$ cat config.mk
export PLATFORM = sky130hd
export DESIGN_NAME = seven_seg_scan_ctrl_flat
export DESIGN_NICKNAME = d
export VERILOG_FILES = /design/src/rtl/seven_seg_scan_ctrl_if.sv /design/src/rtl/seven_seg_scan_ctrl.sv /design/src/flat_wrapper.sv
export SDC_FILE = /design/constraint.sdc
export NUM_CORES = 1
export LEC_CHECK = 0
export CAP_MARGIN = 20
export CORE_ASPECT_RATIO = 1.5
export CORE_MARGIN = 4
export CORE_UTILIZATION = 45
export CTS_CLUSTER_DIAMETER = 100
export DETAILED_ROUTE_END_ITERATION = 10
export GPL_TIMING_DRIVEN = 0
export PLACE_DENSITY = 0.72
export SYNTH_ARGS = -nofsm -noshare
export SYNTH_HDL_FRONTEND = slang
export SYNTH_SLANG_ARGS = --single-unit
export TNS_END_PERCENT = 10
$ cat constraint.sdc
create_clock -name clk -period 3.53 [get_ports clk]
set_input_delay 0.5295 -clock clk [delete_from_list [all_inputs] [get_ports clk]]
set_output_delay 0.5295 -clock clk [all_outputs]
set_load 0.01 [all_outputs]
$ cat src/rtl/seven_seg_scan_ctrl_if.sv
// rtl/seven_seg_scan_ctrl_if.sv - update strobe and decoder/digit-drive bundle for the scan controller
interface seven_seg_scan_ctrl_if #(
  parameter int DIGITS = 2
);
  logic                  upd;
  logic [4*DIGITS-1:0]   upd_codes;
  logic [DIGITS-1:0]     upd_coll;
  logic [3:0]            dec_code;
  logic                  dec_coll;
  logic [DIGITS-1:0]     dig_sel_n;
  logic                  frame_start;

  modport master (
    output upd, upd_codes, upd_coll,
    input  dec_code, dec_coll, dig_sel_n, frame_start
  );

  modport slave (
    input  upd, upd_codes, upd_coll,
    output dec_code, dec_coll, dig_sel_n, frame_start
  );
endinterface

$ cat src/rtl/seven_seg_scan_ctrl.sv
// rtl/seven_seg_scan_ctrl.sv - time-multiplexed seven-segment digit scanner with blanking and tear-free updates
module seven_seg_scan_ctrl #(
  parameter int DIGITS       = 2,
  parameter int DWELL_CYCLES = 4096,
  parameter int BLANK_CYCLES = 64
) (
  input  logic                 clk,
  input  logic                 rst_n,
  seven_seg_scan_ctrl_if.slave bus
);

  localparam int MAXC = (DWELL_CYCLES > BLANK_CYCLES) ? DWELL_CYCLES : BLANK_CYCLES;
  localparam int CW   = (MAXC > 1) ? $clog2(MAXC) : 1;
  localparam int IW   = (DIGITS > 1) ? $clog2(DIGITS) : 1;

  localparam logic [CW-1:0] DWELL_LAST = CW'(DWELL_CYCLES - 1);
  localparam logic [CW-1:0] BLANK_LAST = CW'(BLANK_CYCLES - 1);
  localparam logic [IW-1:0] IDX_LAST   = IW'(DIGITS - 1);
  localparam logic [3:0]    CODE_BLANK = 4'hE;

  localparam logic [0:0] ST_BLANK = 1'b0;
  localparam logic [0:0] ST_SHOW  = 1'b1;

  logic [0:0]          state, state_nx;
  logic [CW-1:0]       cnt, cnt_nx;
  logic [IW-1:0]       idx, idx_nx;
  logic                wrap;

  logic [4*DIGITS-1:0] shadow_codes, active_codes;
  logic [DIGITS-1:0]   shadow_coll, active_coll;
  logic                pending;

  logic [DIGITS-1:0]   sel_nx;
  logic [3:0]          code_nx;
  logic                coll_nx;

  always_comb begin
    state_nx = state;
    cnt_nx   = cnt + 1'b1;
    idx_nx   = idx;
    wrap     = 1'b0;
    if (state == ST_BLANK) begin
      if (cnt == BLANK_LAST) begin
        state_nx = ST_SHOW;
        cnt_nx   = '0;
      end
    end else begin
      if (cnt == DWELL_LAST) begin
        state_nx = ST_BLANK;
        cnt_nx   = '0;
        wrap     = (idx == IDX_LAST);
        idx_nx   = (idx == IDX_LAST) ? '0 : idx + 1'b1;
      end
    end
  end

  // Outputs are decoded from the next state so they are registered yet aligned with the state.
  // Active contents only change on a wrap (entering BLANK), so the current active set is valid here.
  always_comb begin
    sel_nx  = '1;
    code_nx = CODE_BLANK;
    coll_nx = 1'b0;
    if (state_nx == ST_SHOW) begin
      for (int d = 0; d < DIGITS; d++) begin
        if (idx_nx == IW'(d)) begin
          sel_nx[d] = 1'b0;
          code_nx   = active_codes[4*d +: 4];
          coll_nx   = active_coll[d];
        end
      end
    end
  end

  always_ff @(posedge clk) begin
    if (!rst_n) begin
      state           <= ST_BLANK;
      cnt             <= '0;
      idx             <= '0;
      shadow_codes    <= {DIGITS{CODE_BLANK}};
      active_codes    <= {DIGITS{CODE_BLANK}};
      shadow_coll     <= '0;
      active_coll     <= '0;
      pending         <= 1'b0;
      bus.dig_sel_n   <= '1;
      bus.dec_code    <= CODE_BLANK;
      bus.dec_coll    <= 1'b0;
      bus.frame_start <= 1'b0;
    end else begin
      state           <= state_nx;
      cnt             <= cnt_nx;
      idx             <= idx_nx;
      bus.dig_sel_n   <= sel_nx;
      bus.dec_code    <= code_nx;
      bus.dec_coll    <= coll_nx;
      bus.frame_start <= wrap;

      // A transfer on the wrap edge sees the old shadow; a coincident upd stays pending.
      if (wrap && pending) begin
        active_codes <= shadow_codes;
        active_coll  <= shadow_coll;
      end
      if (bus.upd) begin
        shadow_codes <= bus.upd_codes;
        shadow_coll  <= bus.upd_coll;
        pending      <= 1'b1;
      end else if (wrap) begin
        pending      <= 1'b0;
      end
    end
  end

endmodule

$ cat src/flat_wrapper.sv
// flat-port wrapper written by rule: the top's interface ports become plain ports
module seven_seg_scan_ctrl_flat 
#(
  parameter int DIGITS       = 2,
  parameter int DWELL_CYCLES = 4096,
  parameter int BLANK_CYCLES = 64
)
  (clk, rst_n, bus_upd, bus_upd_codes, bus_upd_coll, bus_dec_code, bus_dec_coll, bus_dig_sel_n, bus_frame_start);
  seven_seg_scan_ctrl_if #(.DIGITS(DIGITS)) bus_i ();
  input  logic clk;
  input  logic rst_n;
  input wire logic [$bits(bus_i.upd)-1:0] bus_upd;
  input wire logic [$bits(bus_i.upd_codes)-1:0] bus_upd_codes;
  input wire logic [$bits(bus_i.upd_coll)-1:0] bus_upd_coll;
  output wire logic [$bits(bus_i.dec_code)-1:0] bus_dec_code;
  output wire logic [$bits(bus_i.dec_coll)-1:0] bus_dec_coll;
  output wire logic [$bits(bus_i.dig_sel_n)-1:0] bus_dig_sel_n;
  output wire logic [$bits(bus_i.frame_start)-1:0] bus_frame_start;
  assign bus_i.upd = bus_upd;
  assign bus_i.upd_codes = bus_upd_codes;
  assign bus_i.upd_coll = bus_upd_coll;
  assign bus_dec_code = bus_i.dec_code;
  assign bus_dec_coll = bus_i.dec_coll;
  assign bus_dig_sel_n = bus_i.dig_sel_n;
  assign bus_frame_start = bus_i.frame_start;
  seven_seg_scan_ctrl #(.DIGITS(DIGITS), .DWELL_CYCLES(DWELL_CYCLES), .BLANK_CYCLES(BLANK_CYCLES)) u_core (.clk(clk), .rst_n(rst_n), .bus(bus_i));
endmodule
==> results of run 1 <==
-- placed cells by master, fill, tap and decap left out, drive strengths merged --
| master | netlist | final |
|---|---|---|
| xnor2 | 2 | 2 |
| nand2 | 35 | 35 |
| or3 | 1 | 1 |
| a211o | 1 | 1 |
| and3 | 1 | 1 |
| dfxtp | 43 | 43 |
| mux2i | 13 | 13 |
| ha | 3 | 3 |
| and2 | 3 | 3 |
| clkbuf | 3 | 11 |
| nor2b | 1 | 1 |
| mux2 | 2 | 2 |
| or4 | 1 | 1 |
| and4 | 4 | 4 |
| nor2 | 19 | 19 |
| clkdlybuf4s50 | 0 | 20 |
| nor4 | 1 | 1 |
| nor3 | 1 | 1 |
| xor2 | 8 | 8 |
| a21oi | 7 | 7 |
| o2bb2ai | 1 | 1 |
| buf | 3 | 3 |
| nand4 | 3 | 3 |
| nand3 | 11 | 11 |
| inv | 3 | 3 |
-- final timing paths --
| kind | end | slack, ns |
|---|---|---|
| min | u_core.active_codes[0] | 0.46 |
| min reg2reg | u_core.active_codes[0] | 0.46 |
| max | u_core.bus.dec_coll | 0.85 |
| max reg2reg | u_core.bus.dec_coll | 0.85 |
-- synth_stat cells, drive strengths merged (2+ instances only) --
library cell	n	share of area, %
mux2	2	1.4
a21oi	7	2.1
nand2	35	8.0
nor2	19	4.3
and4	4	2.2
nand4	3	1.1
mux2i	13	7.9
and2	3	1.1
ha	3	2.3
nand3	11	3.4
xor2	8	4.3
inv	3	0.69
dfxtp	43	52
xnor2	2	1.1
clkbuf	3	0.69
buf	3	1.2
-- state kept, by name, summed over array words and instances, names as in the netlist, 2 cells and up --
register / count
u_core.active_codes: 8
u_core.active_coll: 2
u_core.bus.dec_code: 4
u_core.bus.dig_sel_n: 2
u_core.cnt: 12
u_core.shadow_codes: 8
u_core.shadow_coll: 2
-- layout make-up --
cell class                      count  area, um2  area share, %
Buffer                              6       31.3           1.57
Clock buffer                        8        100           5.02
Inverter                            3       11.3          0.565
Multi-Input combinational cell    118        738           37.0
Sequential cell                    43        861           43.2
Tap cell                           42       52.6           2.63
Timing Repair Buffer               20        200           10.0
-- metrics by stage --
stage / cells / utilization (%) / instance area (um2) / power, mW
4_1_cts: 240 / 57.8 / 1990 / 0.886
2_1_floorplan: 170 / - / 1640 / 0.535
5_1_grt: 240 / 57.8 / 1990 / 0.915
3_3_place_gp: 232 / 54.9 / 1890 / 0.554
3_5_place_dp: 232 / 54.9 / 1890 / 0.556
6_report: 240 / 57.8 / 1990 / 0.872
-- critical path, cell delays in order (launching register included) --
cell     delay [ns]
dfxtp_1        0.38
ha_1           0.21
and4_1         0.26
and4_1         0.34
ha_1           0.27
a21oi_1        0.57
mux2_2         0.40
and2_1         0.15
-- metal layers --
layer  wire [um]  up-vias
met3         109        7
met4          59        0
met2        1470       19
met5           0        -
li1            -      625
met1        1190      550
-- cells by family after synthesis --
group | Yosys count
buffers and inverters | 9
and+or+nand+nor | 81
adders and majority gates | 3
xor gates and xnor gates | 10
AOI/OAI and AO/OA | 9
muxes | 15
DFF | 43
-- power groups by stage --
stage | Sequential, mW | Clock [mW] | Combinational (mW)
after floorplan | 0.511 | 0 | 0.0233
after global placement | 0.513 | 0 | 0.0419
after detailed placement | 0.513 | 0 | 0.0427
after CTS | 0.502 | 0.341 | 0.0429
after global routing | 0.504 | 0.364 | 0.0474
final | 0.502 | 0.328 | 0.0419
==> flow_summary_export.csv, run 1 <==
group,metric,value,unit
setup_path,crit_start,"u_core.cnt[0]",
power,swShare,20.0,%
logic_synthesis,syn_nets,186,
placed_design,place_ws,0.833,ns
power,vdd_ir_drop_max,0.000311,V
logic_synthesis,synth_fa_ha_area_share,2.29,%
sta,finalCritPeriodShare,76.0,%
placed_design,portBuffers,20,
clocking,clkSinkCount,43,
sta,period_needed,2.68,ns
power,power.internal,0.698,mW
cells_and_area,num_antenna_cells,0,
floorplan,die_y,82.0,um
sta,fin_setup_tns,0,ns
sta,clock.fmax,373,MHz
floorplan,initial_core_util,47.6,%
setup_path,crit_fanout,6,
cells_and_area,drive_above_1_share,8.08,%
setup_path,cp.required,3.72,ns
global_routing,use_met2,24.0,%
logic_synthesis,syn-cell-area,1640,um2
clocking,cts_buffers,5,
sta,skew,0.00404,ns
global_routing,grt_max_degree,13,
clocking,tritoncts,"done",
setup_path,reg2reg_depth,7,
routing,wl_per_cell,11.8,um
setup_path,start_kind,"flop",
placed_design,gp_congestion,0.870,
global_routing,grtUsageTotal,13.4,%
logic_synthesis,muxShareOfSynthArea,9.30,%
global_routing,grt_pass1_vias,1141,
floorplan,core,3450,um2
clocking,ctsResizeCount,0,
floorplan,ios,21,
logic_synthesis,ys.flop_type,"dfxtp_1",
clocking,htree_levels,2,
routing,via_per_inst,5.00,
clocking,holdBufCountCts,0,
setup_path,crit_type,"flop to flop",
floorplan,die_w,57.3,um
logic_synthesis,syn-mean-instance-area,9.66,um2
global_routing,grt-busiest-layer,"met2",
sta,maxSlewViolCount,0,
power,clkPwrFrac,37.6,%
cells_and_area,fin_nets,213,
routing,drtIter0Drc,30,
sta,rsz0062_at_grt,"false",
global_routing,grt_use_met3,4.40,%
job,cap_violations,0,
logic_synthesis,syn_inst,170,
logic_synthesis,synth_xor_area_share,5.34,%
logic_synthesis,synth_compound_area_share,4.42,%
power,pwr-share-seq,57.6,%
routing,routed_wl,2830,um
global_routing,grt_overflow,0,
power,p_per_area,437,nW/um2
logic_synthesis,yosys.cell_types.count,27,
logic_synthesis,synth-edff-count,0,
global_routing,met1_usage,13.8,%
clocking,cts_setup_buffers,0,
routing,vias,1201,
logic_synthesis,ys_ff_latch,43,
logic_synthesis,async_reset_ff_share,0,%
global_routing,grt_pass1_wl,4820,um
setup_path,end_kind,"flop",
sta,max-slew-margin-rel,54.2,%
sta,finalHoldViolations,0,
power,p_leak,0.848,nW
floorplan,die_area,4700,um2
hold_path,holdPathStages,2,
sta,setup-violations-final,0,
routing,final_antenna_net_count,0,
floorplan,rows,26,
clocking,clock_path_buffers,2,
cells_and_area,syn2layout_area_growth,21.5,%
power,pwr-share-comb,4.8,%
routing,drc,0,
routing,first_pass_iters,4,
logic_synthesis,ys_seq_area_share,52.4,%
setup_path,reg2reg_from,"u_core.cnt[0]",
clocking,cts_root_buf,"clkbuf_8",
setup_path,crit_arrival,2.87,ns
clocking,clk_pin_slew,0.07,ns
sta,setup_ws,0.849,ns
hold_path,hp-start,"u_core.active_codes[0]",
cells_and_area,nFillCells,331,
sta,fin_hold_ws,0.455,ns
global_routing,grt_antenna_before_repair,0,
logic_synthesis,synthSimpleGateAreaFrac,23.6,%
status,status,"completed",
power,power.switching,0.175,mW
logic_synthesis,synth_top_family_by_area,"simple AND/OR/NAND/NOR gates",
sta,tightest_slew,0.687,ns
clocking,clk_latency,0.29,ns
placed_design,dpl.hpwl,2190,um
logic_synthesis,yosysWarnings,0,
hold_path,hp-class,"flop to flop",
Power figures use the tool's default switching activity.
==> inputs of run 2 (changes only) <==
==> constraint.sdc (replaced) <==
create_clock -name clk -period 2.6 [get_ports clk]
set_input_delay 0.39 -clock clk [delete_from_list [all_inputs] [get_ports clk]]
set_output_delay 0.39 -clock clk [all_outputs]
set_load 0.01 [all_outputs]
==> flow_summary_export.csv, run 2 (synthesis results as in run 1) <==
group,metric,value,unit
cells_and_area,syn2layout_area_growth,22.2,%
cells_and_area,fin_util,58.2,%
sta,maxSlewViolCount,0,
power,p_leak,0.850,nW
placed_design,portBuffers,20,
floorplan,initial_core_util,47.6,%
power,vdd_ir_drop_max,0.000422,V
floorplan,die_y,82.0,um
global_routing,grtUsageTotal,13.4,%
clocking,clock_path_buffers,2,
sta,setup-violations-final,0,
floorplan,die_w,57.3,um
floorplan,die_area,4700,um2
cells_and_area,top_register,"u_core.cnt",
sta,tightest_slew,0.646,ns
floorplan,ios,21,
sta,finalCritPeriodShare,92.0,%
clocking,holdBufCountCts,0,
placed_design,dpl.hpwl,2190,um
cells_and_area,reg_top3,"u_core.cnt (12), u_core.active_codes (8), u_core.shadow_codes (8)",
floorplan,core,3450,um2
placed_design,dp_cells,232,
setup_path,crit_fanout,6,
routing,wl_per_cell,11.8,um
cells_and_area,final_common_cell,"dfxtp_1",
power,p_per_area,591,nW/um2
global_routing,grt_pass1_wl,4820,um
cells_and_area,drive_above_1_share,8.59,%
sta,fin_hold_ws,0.455,ns
floorplan,rows,26,
setup_path,reg2reg_from,"u_core.cnt[0]",
global_routing,grt_antenna_before_repair,0,
placed_design,gp_congestion,0.870,
clocking,clk_latency,0.29,ns
sta,period_needed,2.39,ns
global_routing,grt_pass1_vias,1141,
global_routing,grt_overflow,0,
routing,drc,0,
hold_path,hp-start,"u_core.active_codes[0]",
cells_and_area,final_cells,240,
sta,rsz0062_at_grt,"false",
cells_and_area,nFillCells,331,
setup_path,end_kind,"flop",
sta,max-slew-margin-rel,57.0,%
setup_path,start_kind,"flop",
routing,final_antenna_net_count,0,
routing,routed_wl,2840,um
global_routing,grt_max_degree,13,
clocking,cts_buffers,5,
clocking,cts_root_buf,"clkbuf_8",
cells_and_area,final_cell_mix,"dfxtp_1 (43), nand2_1 (35), clkdlybuf4s50_1 (20), nor2_1 (19), mux2i_1 (13)",
setup_path,crit_start,"u_core.cnt[0]",
clocking,cts_setup_buffers,0,
cells_and_area,largest_register_ffs,12,
routing,via_per_inst,4.99,
routing,first_pass_iters,4,
sta,skew,0.00404,ns
sta,finalHoldViolations,0,
clocking,tritoncts,"done",
sta,clock.fmax,418,MHz
status,status,"completed",
setup_path,cp.required,2.79,ns
clocking,htree_levels,2,
clocking,clk_pin_slew,0.07,ns
routing,drtIter0Drc,29,
cells_and_area,fin_nets,213,
setup_path,crit_arrival,2.58,ns
job,cap_violations,0,
hold_path,hp-class,"flop to flop",
clocking,clkSinkCount,43,
cells_and_area,num_antenna_cells,0,
routing,vias,1197,
setup_path,crit_type,"flop to flop",
## run 2: cell types whose count changed in the layout (fill, tap and decap cells not counted)
| cell | previous run | this run |
|---|---|---|
| a21oi_1 | 7 | 6 |
| a21oi_4 | 0 | 1 |
## run 2: what timing repair did
| action | 4_1_cts | 5_1_grt |
|---|---|---|
| setup endpoints to repair | 2 | 1 |
| cloned | 0 | 0 |
| pin swaps | 0 | 0 |
| resized for setup | 1 | 1 |
## run 2: layout make-up
| type | count | area [um2] | share of cell area, % |
|---|---|---|---|
| Buffer | 6 | 31.3 | 1.56 |
| Clock buffer | 8 | 100 | 4.99 |
| Inverter | 3 | 11.3 | 0.561 |
| Multi-Input combinational cell | 118 | 749 | 37.4 |
| Sequential cell | 43 | 861 | 42.9 |
| Tap cell | 42 | 52.6 | 2.62 |
| Timing Repair Buffer | 20 | 200 | 9.98 |
## run 2: worst paths after layout
kind | endpoint | slack (ns) | cells past startpoint
min | u_core.active_codes[0] | 0.46 | 2
min reg2reg | u_core.active_codes[0] | 0.46 | 2
max reg2reg | u_core.bus.dec_coll | 0.21 | 7
max | u_core.bus.dec_coll | 0.21 | 7
## run 2: routing by layer
metal	global-route usage, %	routed length [um]
met3	4.40	109
met4	6.50	59
met1	13.8	1200
met5	0	0
met2	24.0	1470
## run 2: per-stage QoR
| step | instance area [um2] | worst slack, ns | power [mW] | setup TNS [ns] |
|---|---|---|---|---|
| global route | 2010 | 0.0789 | 1.24 | 0 |
| detailed placement | 1890 | -0.0971 | 0.755 | -0.188 |
| floorplan | 1640 | 0.235 | 0.726 | 0 |
| global placement | 1890 | -0.0285 | 0.753 | -0.0538 |
| CTS | 2000 | 0.119 | 1.20 | 0 |
| finish | 2010 | 0.207 | 1.18 | 0 |
## run 2: worst max-delay path, cell delays in order, from the launching register on
cell,delay (ns)
dfxtp_1,0.38
ha_1,0.21
and4_1,0.26
and4_1,0.34
ha_1,0.30
a21oi_4,0.28
mux2_2,0.36
and2_1,0.15
## run 2: power by group
part           internal [mW]  switching [mW]
sequential             0.673         0.00929
combinational         0.0324          0.0245
clock                  0.242           0.204
==> inputs of run 3 (changes only) <==
--- a/config.mk
+++ b/config.mk
@@ -7,7 +7,7 @@
 export LEC_CHECK = 0
 export CAP_MARGIN = 20
 export CORE_ASPECT_RATIO = 1.5
-export CORE_MARGIN = 4
+export CORE_MARGIN = 1
 export CORE_UTILIZATION = 45
 export CTS_CLUSTER_DIAMETER = 100
 export DETAILED_ROUTE_END_ITERATION = 10
==> flow_summary_export.csv, run 3 (synthesis results as in run 1) <==
group,metric,value,unit
cells_and_area,top_register,"u_core.cnt",
placed_design,gp_congestion,0.780,
routing,wl_per_cell,12.1,um
floorplan,rows,26,
routing,routed_wl,2890,um
clocking,clk_latency,0.29,ns
setup_path,r2r_end,"u_core.bus.dec_coll",
setup_path,crit_fanout,6,
power,pwr-share-seq,53.8,%
sta,max-slew-margin-rel,53.2,%
cells_and_area,fin_nets,213,
clocking,clkSinkCount,43,
power,clkPwrFrac,41.7,%
cells_and_area,multi_input_area,749,um2
sta,maxSlewViolCount,0,
routing,drtIter0Drc,14,
cells_and_area,reg_top3,"u_core.cnt (12), u_core.active_codes (8), u_core.shadow_codes (8)",
floorplan,core,3450,um2
floorplan,die_area,3900,um2
global_routing,grt_pass1_vias,1162,
sta,period_needed,2.40,ns
power,pwr-share-comb,4.5,%
power,power.internal,1.02,mW
cells_and_area,stdcell_area,2020,um2
status,status,"completed",
sta,setup-violations-final,0,
sta,finalCritPeriodShare,92.1,%
cells_and_area,syn2layout_area_growth,23.2,%
hold_path,hp-start,"u_core.active_coll[0]",
setup_path,reg2reg_depth,7,
clocking,htree_levels,2,
setup_path,reg2reg_from,"u_core.cnt[0]",
cells_and_area,seqCellArea,861,um2
clocking,holdBufCountCts,0,
clocking,tritoncts,"done",
sta,finalHoldViolations,0,
placed_design,portBuffers,20,
hold_path,hp-class,"flop to flop",
global_routing,grt_overflow,0,
placed_design,placed_cell_area,1890,um2
hold_path,holdPathStages,2,
routing,vias,1222,
power,p_leak,0.860,nW
cells_and_area,largest_register_ffs,12,
sta,skew,0.00664,ns
sta,tightest_slew,0.701,ns
setup_path,end_kind,"flop",
setup_path,crit_arrival,2.59,ns
global_routing,grt_max_degree,14,
routing,first_pass_iters,4,
placed_design,dpl.hpwl,2130,um
floorplan,die_y,76.0,um
floorplan,initial_core_util,47.6,%
cells_and_area,drive_above_1_share,9.09,%
setup_path,rrSetupSlack,0.20,ns
cells_and_area,num_antenna_cells,0,
routing,via_per_inst,5.09,
cells_and_area,final_common_cell,"dfxtp_1",
power,power.switching,0.251,mW
setup_path,crit_start,"u_core.cnt[0]",
power,vdd_ir_drop_max,0.000541,V
setup_path,cp-endpoint,"u_core.bus.dec_coll",
setup_path,cp.required,2.79,ns
clocking,clk_pin_slew,0.08,ns
floorplan,ios,21,
power,p_per_area,626,nW/um2
floorplan,die_w,51.3,um
global_routing,grt_pass1_wl,5070,um
clocking,cts_buffers,5,
setup_path,start_kind,"flop",
clocking,clock_path_buffers,2,
global_routing,grt_antenna_before_repair,0,
clocking,cts_setup_buffers,0,
cells_and_area,final_cell_mix,"dfxtp_1 (43), nand2_1 (35), clkdlybuf4s50_1 (20), nor2_1 (19), mux2i_1 (13)",
routing,drc,0,
job,cap_violations,0,
clocking,cts_root_buf,"clkbuf_8",
global_routing,grtUsageTotal,17.4,%
sta,fin_hold_ws,0.460,ns
routing,final_antenna_net_count,0,
sta,rsz0062_at_grt,"false",
setup_path,crit_type,"flop to flop",
cells_and_area,nFillCells,320,
sta,clock.fmax,417,MHz
power,swShare,19.8,%
## run 3: per-stage QoR
step | TNS [ns] | cells | setup slack, ns | util [%] | power, mW
floorplan | 0 | 170 | 0.235 | - | 0.726
global placement | -0.0904 | 232 | -0.0473 | 54.9 | 0.752
detailed placement | -0.208 | 232 | -0.117 | 54.9 | 0.755
CTS | 0 | 240 | 0.0923 | 58.5 | 1.28
global route | 0 | 240 | 0.0684 | 58.7 | 1.31
finish | 0 | 240 | 0.205 | 58.7 | 1.27
## run 3: what timing repair did
action                     in CTS  in global routing
setup endpoints to repair       2                  2
hold endpoints to repair        0                  0
gates resized for setup         1                  1
## run 3: per-layer routing
| metal | part of all wire (%) | vias up | track usage (%) |
|---|---|---|---|
| met3 | 4.5 | 7 | 5.59 |
| met2 | 50 | 28 | 28.9 |
| met4 | 1.9 | 0 | 7.57 |
| li1 | - | 617 | - |
| met5 | 0 | - | 0 |
| met1 | 44 | 570 | 19.7 |
## run 3: power by group through the flow
stage / clock network, mW / logic, mW / registers [mW]
2_1_floorplan: 0 / 0.0316 / 0.694
3_3_place_gp: 0 / 0.0557 / 0.696
3_5_place_dp: 0 / 0.0580 / 0.697
4_1_cts: 0.538 / 0.0582 / 0.681
5_1_grt: 0.567 / 0.0638 / 0.683
6_report: 0.528 / 0.0575 / 0.681
## run 3: area by class of cell
| class | instances | area share, % |
|---|---|---|
| Buffer | 6 | 1.55 |
| Tap cell | 42 | 2.60 |
| Sequential cell | 43 | 42.5 |
| Multi-Input combinational cell | 118 | 37.0 |
| Clock inverter | 2 | 1.73 |
| Clock buffer | 6 | 4.08 |
| Timing Repair Buffer | 20 | 9.89 |
| Inverter | 3 | 0.557 |
## run 3: worst min path at each step
stage               slack (ns)                      to
detailed placement        0.45  u_core.active_codes[0]
floorplan                 0.43           u_core.cnt[0]
global route              0.48  u_core.active_codes[4]
finish                    0.46   u_core.active_coll[0]
global placement          0.44           u_core.cnt[0]
CTS                       0.46  u_core.active_codes[0]
## run 3: critical path: stages (launching register included)
cell and delay, ns:
dfxtp_1 0.37, ha_1 0.21, and4_1 0.25, and4_1 0.35, ha_1 0.30, a21oi_4 0.28, mux2_2 0.38, and2_1 0.16
